`src/rtl/mem_pkg.sv`:
```
// ============================================================================
// Module : mem_pkg
// Brief  : Shared types and default widths for the data-memory arbiter.
// Rev    : 1.0  initial release
// ============================================================================
`default_nettype none

package mem_pkg;

    localparam int ADDR_W_DEF = 32;
    localparam int DATA_W_DEF = 32;

    typedef enum logic [1:0] {
        NONE = 2'd0,
        P0   = 2'd1,
        P1   = 2'd2
    } owner_t;

    function automatic logic [7:0] sat_inc8(input logic [7:0] v);
        return (v == 8'hFF) ? v : v + 8'd1;
    endfunction

endpackage

`default_nettype wire

```
`src/rtl/dmem_arbiter_rr_pick2.sv`:
```
// ============================================================================
// Module : rr_pick2
// Brief  : Two-way round-robin pick with locked-owner override.
// Rev    : 1.0  initial release
// ============================================================================
`default_nettype none

module rr_pick2
    import mem_pkg::*;
(
    input  logic [1:0] req,
    input  logic       prio,
    input  owner_t     owner,
    input  logic       hold_expired,
    output logic [1:0] gnt
);

    always_comb begin
        gnt = 2'b00;
        if (owner == P0 && req[0] && (!req[1] || !hold_expired)) begin
            gnt = 2'b01;
        end else if (owner == P1 && req[1] && (!req[0] || !hold_expired)) begin
            gnt = 2'b10;
        end else if (req == 2'b11) begin
            // A requesting owner reaching here has exhausted its hold: hand over.
            if (owner == P0)      gnt = 2'b10;
            else if (owner == P1) gnt = 2'b01;
            else                  gnt = prio ? 2'b10 : 2'b01;
        end else begin
            gnt = req;
        end
    end

endmodule

`default_nettype wire

```
`src/rtl/dmem_arbiter.sv`:
```
// ============================================================================
// Module : dmem_arbiter
// Brief  : Round-robin, lockable arbiter for the shared single-port data memory.
// Rev    : 1.0  initial release
// ============================================================================
`default_nettype none

module dmem_arbiter
    import mem_pkg::*;
#(
    parameter int ADDR_W   = ADDR_W_DEF,
    parameter int DATA_W   = DATA_W_DEF,
    parameter int MAX_HOLD = 8
) (
    input  logic              clk,
    input  logic              rst,
    input  logic              req0,
    input  logic              req1,
    input  logic              we0,
    input  logic              we1,
    input  logic              lock0,
    input  logic              lock1,
    input  logic [ADDR_W-1:0] addr0,
    input  logic [ADDR_W-1:0] addr1,
    input  logic [DATA_W-1:0] wdata0,
    input  logic [DATA_W-1:0] wdata1,
    output logic              gnt0,
    output logic              gnt1,
    output logic              rvalid0,
    output logic              rvalid1,
    output logic [DATA_W-1:0] rdata0,
    output logic [DATA_W-1:0] rdata1,
    output logic              mem_re,
    output logic              mem_we,
    output logic [ADDR_W-1:0] mem_addr,
    output logic [DATA_W-1:0] mem_wdata,
    input  logic [DATA_W-1:0] mem_rdata
);

    owner_t            owner_q, owner_d;
    logic              prio_q, prio_d;
    logic [7:0]        hold_cnt_q, hold_cnt_d;
    logic              rvalid0_q, rvalid0_d, rvalid1_q, rvalid1_d;
    logic [DATA_W-1:0] rdata0_q, rdata0_d, rdata1_q, rdata1_d;
    logic [1:0]        gnt_w;
    logic              hold_expired_w;

    assign hold_expired_w = (hold_cnt_q >= 8'(MAX_HOLD));

    rr_pick2 u_pick (
        .req          ({req1, req0}),
        .prio         (prio_q),
        .owner        (owner_q),
        .hold_expired (hold_expired_w),
        .gnt          (gnt_w)
    );

    assign gnt0 = gnt_w[0];
    assign gnt1 = gnt_w[1];

    always_comb begin
        mem_re    = 1'b0;
        mem_we    = 1'b0;
        mem_addr  = '0;
        mem_wdata = '0;
        if (gnt_w[0]) begin
            mem_re    = ~we0;
            mem_we    = we0;
            mem_addr  = addr0;
            mem_wdata = wdata0;
        end else if (gnt_w[1]) begin
            mem_re    = ~we1;
            mem_we    = we1;
            mem_addr  = addr1;
            mem_wdata = wdata1;
        end
    end

    always_comb begin
        owner_d    = NONE;
        prio_d     = prio_q;
        hold_cnt_d = 8'd0;
        if (gnt_w[0]) begin
            prio_d     = 1'b1;
            owner_d    = lock0 ? P0 : NONE;
            hold_cnt_d = (owner_q == P0) ? sat_inc8(hold_cnt_q) : 8'd1;
        end else if (gnt_w[1]) begin
            prio_d     = 1'b0;
            owner_d    = lock1 ? P1 : NONE;
            hold_cnt_d = (owner_q == P1) ? sat_inc8(hold_cnt_q) : 8'd1;
        end
    end

    // Read data is captured one edge after the grant; rdata holds otherwise.
    always_comb begin
        rvalid0_d = gnt_w[0] & ~we0;
        rvalid1_d = gnt_w[1] & ~we1;
        rdata0_d  = rvalid0_d ? mem_rdata : rdata0_q;
        rdata1_d  = rvalid1_d ? mem_rdata : rdata1_q;
    end

    always_ff @(posedge clk or negedge rst) begin
        if (!rst) begin
            owner_q    <= NONE;
            prio_q     <= 1'b0;
            hold_cnt_q <= 8'd0;
            rvalid0_q  <= 1'b0;
            rvalid1_q  <= 1'b0;
            rdata0_q   <= '0;
            rdata1_q   <= '0;
        end else begin
            owner_q    <= owner_d;
            prio_q     <= prio_d;
            hold_cnt_q <= hold_cnt_d;
            rvalid0_q  <= rvalid0_d;
            rvalid1_q  <= rvalid1_d;
            rdata0_q   <= rdata0_d;
            rdata1_q   <= rdata1_d;
        end
    end

    assign rvalid0 = rvalid0_q;
    assign rvalid1 = rvalid1_q;
    assign rdata0  = rdata0_q;
    assign rdata1  = rdata1_q;

endmodule

`default_nettype wire

```
`config.mk`:
```
export PLATFORM = sky130hd
export DESIGN_NAME = dmem_arbiter
export DESIGN_NICKNAME = d
export VERILOG_FILES = /design/src/rtl/mem_pkg.sv /design/src/rtl/dmem_arbiter_rr_pick2.sv /design/src/rtl/dmem_arbiter.sv
export SDC_FILE = /design/constraint.sdc
export NUM_CORES = 1
export LEC_CHECK = 0
export ABC_AREA = 1
export CORE_AREA = 2 2 118 120
export DETAILED_ROUTE_END_ITERATION = 10
export DIE_AREA = 0 0 120 122
export HOLD_SLACK_MARGIN = 0.12
export PLACE_DENSITY = 0.74
export SYNTH_ARGS = -nofsm -noshare
export SYNTH_HDL_FRONTEND = slang
export SYNTH_SLANG_ARGS = --single-unit
```
`constraint.sdc`:
```
create_clock -name clk -period 4.8 [get_ports clk]
set_input_delay 0.72 -clock clk [delete_from_list [all_inputs] [get_ports clk]]
set_output_delay 0.72 -clock clk [all_outputs]
set_load 0.05 [all_outputs]
```
# After elaboration in Yosys (flattened, before gate mapping)
# Cells that the tools add are included.
# word_totals
wordCells,52
rom_bits,0
mem_bits_rw,0
in_bits,168
n_memories,0
ff_bits,77
latchBits,0
# op_classes
n_eq_ne,4
n_mul,0
muxes,25
n_reduce_logical,10
bitwise_logic,4
n_div,0
shifts,0
add_sub_neg,1
magnitude_cmp,1
# op_table
operator,count
32-bit 2-to-1 mux,4
8-bit 2-to-1 mux,5
2-bit 2-to-1 mux,9
"8-bit by 1-bit adder with 8-bit output, second input constant",1
"8-bit == test, second input constant",1
"8-bit by 4-bit greater-or-equal comparator with 1-bit output, second input constant",1
1-bit 2-to-1 mux,7
"2-bit == test, second input constant",2
1-bit logical AND,4
1-bit logical NOT,3
1-bit bitwise AND,2
"2-bit by 1-bit == test with 1-bit output, second input constant",1
1-bit logical OR,2
1-bit NOT,2
2-bit nonzero test,1

# Logic depth before layout (Yosys ltp)
# depth
depth_word,8
ltp_mapped,12

# Modules after synthesis
# From an unflattened synthesis, not the netlist that was laid out.
# unflattened
hier_cells,426
hier_area_um2,3933.8
# modules_own_cells
module,cells_each,instances,area_per_inst_um2,seq_area_each_um2
dmem_arbiter,410,1,3856.2,1926.8
rr_pick2,16,1,77.6,0.0

# Worst setup path before layout
# No wires, ideal clock.
# synth_path
kind,input port to output port
startpoint,in req1
endpoint,out mem_we
path_slack_ns,1.849
cell_stages,6
n_path_buf,0
arrival_ns,2.231
required_ns,4.080
cell_sequence,inv_1 > nor2_1 > nand2_2 > nand2_4 > nand2_2 > o21ai_0
# synth_via
elab_chain_cells,6
elab_cells_between_ends,11
# synth_lines
element,line_no,text
start: declaration,dmem_arbiter.sv:18,"input logic req1,"
2-bit == test (tied with other cells),dmem_arbiter_rr_pick2.sv:24,end else if (req == 2'b11) begin
2-bit 2-to-1 mux (tied with other cells),dmem_arbiter_rr_pick2.sv:24,
2-bit 2-to-1 mux or 1-bit logical AND (tied branches),"dmem_arbiter_rr_pick2.sv:22, dmem_arbiter_rr_pick2.sv:20",
2-bit 2-to-1 mux *,dmem_arbiter_rr_pick2.sv:20,if (owner == P0 && req[0] && (!req[1] || !hold_expired)) begin
1-bit 2-to-1 mux,dmem_arbiter.sv:71,end else if (gnt_w[1]) begin
1-bit 2-to-1 mux *,dmem_arbiter.sv:66,if (gnt_w[0]) begin
end: declaration,dmem_arbiter.sv:34,"output logic mem_we,"
# Mark *: on every way between the ends. The rest lies on a longest branch, timed or not.

# Worst setup path after layout
# layout_path
startpoint,in req0
endpoint,out mem_addr[11]
# layout_via
elab_chain_cells,7
elab_cells_between_ends,11
# layout_lines
element,line_no,text
start: declaration,dmem_arbiter.sv:17,"input logic req0,"
"parallel branches: the longest is 4 deep, another holds 2-bit == test",n/a,
2-bit 2-to-1 mux *,dmem_arbiter_rr_pick2.sv:20,
32-bit 2-to-1 mux,dmem_arbiter.sv:71,
32-bit 2-to-1 mux *,dmem_arbiter.sv:66,
end: declaration,dmem_arbiter.sv:35,"output logic [ADDR_W-1:0] mem_addr,"
# Every way passes the cells marked *.

==> flow_summary_export.csv <==
group,metric,value,unit
setup_path,crit_family,"buffers and inverters",
timing,tns,0,ns
setup_path,slowest_stage,"clkdlybuf4s50_1",
global_route,grt_pass1_vias,4490,
placement,routabilityCongestion,0.749,
synthesis,ys_types,22,
setup_path,cp.arrival,3.23,ns
setup_path,crit_required,4.08,ns
timing,worstMarginPinSlew,0.967,ns
clock_tree,cts_tree,"yes",
timing,min_period,3.95,ns
global_route,grt_pass1_wl,24500,µm
setup_path,start_kind,"input pin",
placement,placedCellCount,1054,
pwr,powerDensity,460,nW/µm²
pwr,p_leak,3.73,nW
setup_path,reg2reg_depth,11,
clock_tree,clk_pin_slew_worst_paths,0.05,ns
die,die_area,14600,µm²
synthesis,synth_most_common_cell,"nand2_1",
clock_tree,ctsHtreeMaxLevel,3,
setup_path,cp_common_cell,"nand2_1",
die,die_x,120,µm
job,cap_violations,0,
routing,viasPerCell,4.53,
setup_path,path_cells,"clkdlybuf4s50_1 -> nand2_1 -> inv_1 -> nand3_1 -> nand2_1 -> nand2_1 -> nand2_4 -> buf_4 -> nand2_1 -> nand2_1 -> clkdlybuf4s50_1",
synthesis,synth_top_area_share,46.1,%
setup_path,path_class,"in -> out",
die,core,13500,µm²
timing,setup-violations-final,0,
routing,drt_iter0_markers,272,
routing,drtPass1Iterations,5,
synthesis,synth-edff-count,0,
clock_tree,clk_path_buf_depth,2,
routing,wire_per_inst,15.2,µm
setup_path,crit_buf_inv,4,
timing,slew_viol_final,0,
synthesis,synthArstFlopShare,100,%
synthesis,synth_area_per_cell,7.03,µm²
die,rows,43,
timing,clock.fmax,253,MHz
final_layout,drive_gt1_share,8.21,%
die,die_h,122,µm
placement,hpwlAfterDp,12300,µm
final_layout,fillers,1271,
synthesis,ys_warn_count,0,
routing,drc_errors,0,
hold_path,hold_path.class,"reg -> reg",
clock_tree,cts_inserted_buffers,9,
synthesis,synthTopCellsByArea,"dfrtp_1 46%, nand2_1 31%, nand3_1 5.3%, nand4_1 4.8%, buf_6 2.2%",
clock_tree,postCtsSetupRepairBufs,0,
setup_path,worstSetupEndpointType,"output pin",
hold_path,whs_path_depth,2,
synthesis,yosys.area.top_type,"dfrtp_1",
outcome,outcome,"finished, final reports clean",
synthesis,ys_ff_latch,77,
timing,rsz0062_at_grt,"no",
routing,ant_nets,0,
global_route,grt_max_degree,78,
synthesis,synthFlopType,"dfrtp_1",
routing,vias,4846,
final_layout,nets,1055,
clock_tree,root_buffer,"clkbuf_16",
clock_tree,hold_buffers,0,
clock_tree,clk_latency,0.32,ns
setup_path,crit_path_max_fanout,36,
routing,wl,16300,µm
setup_path,path_depth,11,
synthesis,netlist_instances,595,
synthesis,synthTopCellsByCount,"347 x nand2_1, 77 x dfrtp_1, 44 x nand3_1",
global_route,antenna_found_initial,2,
die,initial_core_util,31.0,%
final_layout,fin_cells,1070,
global_route,grtUsageTotal,21.2,%
global_route,grt_overflow,0,
timing,period_share,82.2,%
setup_path,max_stage_delay,0.79,ns
synthesis,synthesis.nets,765,
timing,slew_headroom,35.5,%
timing,hold_viol,0,
clock_tree,cts.repair.resized,0,
synthesis,synth_area,4180,µm²
die,ios,302,
placement,numPortBuffers,301,
clock_tree,cts.sinks,77,
synthesis,synth_seq_area_share,46.1,%
final_layout,syn_to_final_growth,80.4,%
pwr,peakVddDrop,328,µV
timing,skew,0.00691,ns
[where the power goes]
group | internal (W) | switching (W)
registers | 0.000800 | 0.0000883
logic | 0.000615 | 0.00126
clock network | 0.000455 | 0.000255
[logic make-up (layout without fill, tap and decap cells)]
family | after synthesis | in the layout | synth area share [%]
flip-flops | 77 | 77 | 46.1
other | 0 | 1 | 0
AND/OR/NAND/NOR | 450 | 450 | 44.6
adder cells (fa/ha/maj) | 2 | 2 | 0.598
buffers and inverters | 57 | 351 | 7.57
AO/OA/AOI/OAI | 9 | 9 | 1.14
[final timing paths]
| check | slack (ns) | end | start |
|---|---|---|---|
| max in group asynchronous | 3.63 | rdata1[30]$_DFFE_PN0P_ | rst |
| min in group asynchronous | 0.56 | rdata1[12]$_DFFE_PN0P_ | rst |
| max reg2reg | 2.32 | rdata0[23]$_DFFE_PN0P_ | hold_cnt_q[7]$_DFF_PN0_ |
| max | 0.85 | mem_addr[11] | req0 |
| min | 0.47 | rdata0[30]$_DFFE_PN0P_ | rdata0[30]$_DFFE_PN0P_ |
| min reg2reg | 0.47 | rdata0[30]$_DFFE_PN0P_ | rdata0[30]$_DFFE_PN0P_ |
[per-stage QoR]
stage	worst slack (ns)	power, W	hold slack (ns)	area [µm²]	util (%)
after floorplan	1.85	0.00206	0.424	4180	-
after global placement	0.905	0.00276	0.453	7230	53.5
after detailed placement	0.869	0.00277	0.458	7230	53.5
after CTS	0.857	0.00350	0.472	7540	55.8
after global routing	0.682	0.00363	0.494	7540	55.8
final	0.853	0.00347	0.470	7540	55.9
[area by class of cell]
| type | count | area (µm²) | area share, % |
|---|---|---|---|
| timing repair buffer | 315 | 3050 | 40.5 |
| multi-input combinational | 461 | 1940 | 25.8 |
| sequential | 77 | 1930 | 25.5 |
| clock buffer | 10 | 229 | 3.04 |
| tap | 180 | 225 | 2.99 |
| clock inverter | 5 | 85.1 | 1.13 |
| inverter | 21 | 78.8 | 1.04 |
| antenna | 1 | 2.50 | 0.0332 |
[routing by layer]
metal / global-route usage [%] / vias to the layer above / part of all wire, %
met3: 7.87 / 8 / 10
met5: 0 / - / 0.080
met4: 2.79 / 2 / 0.30
met1: 27.0 / 2189 / 41
met2: 35.4 / 206 / 48
li1: - / 2441 / -
[registers in the layout, indices dropped and copies added, names as in the netlist]
| register | cells |
|---|---|
| rdata0 | 32 |
| hold_cnt_q | 8 |
| rvalid0 | 1 |
| prio_q | 1 |
| rvalid1 | 1 |
| rdata1 | 32 |
| owner_q | 2 |
[placed cells by master, fill, tap and decap left out, drive strengths merged, types with 2 or more instances in the layout]
cell,n
bufinv,2
o21ai,6
ha,2
a21oi,2
clkinv,3
inv,20
clkdlybuf4s50,265
nand2,352
buf,50
dfrtp,77
nand3,46
nand4,32
clkbuf,10
nor2,19
[worst register-to-register path, delay by kind of cell (launching register included)]
kind / cells / cell delay (ns)
DFF: 1 / 0.41
and+or+nand+nor: 8 / 1.10
buffers and inverters: 3 / 0.87
(Power assumes the default switching activity.)
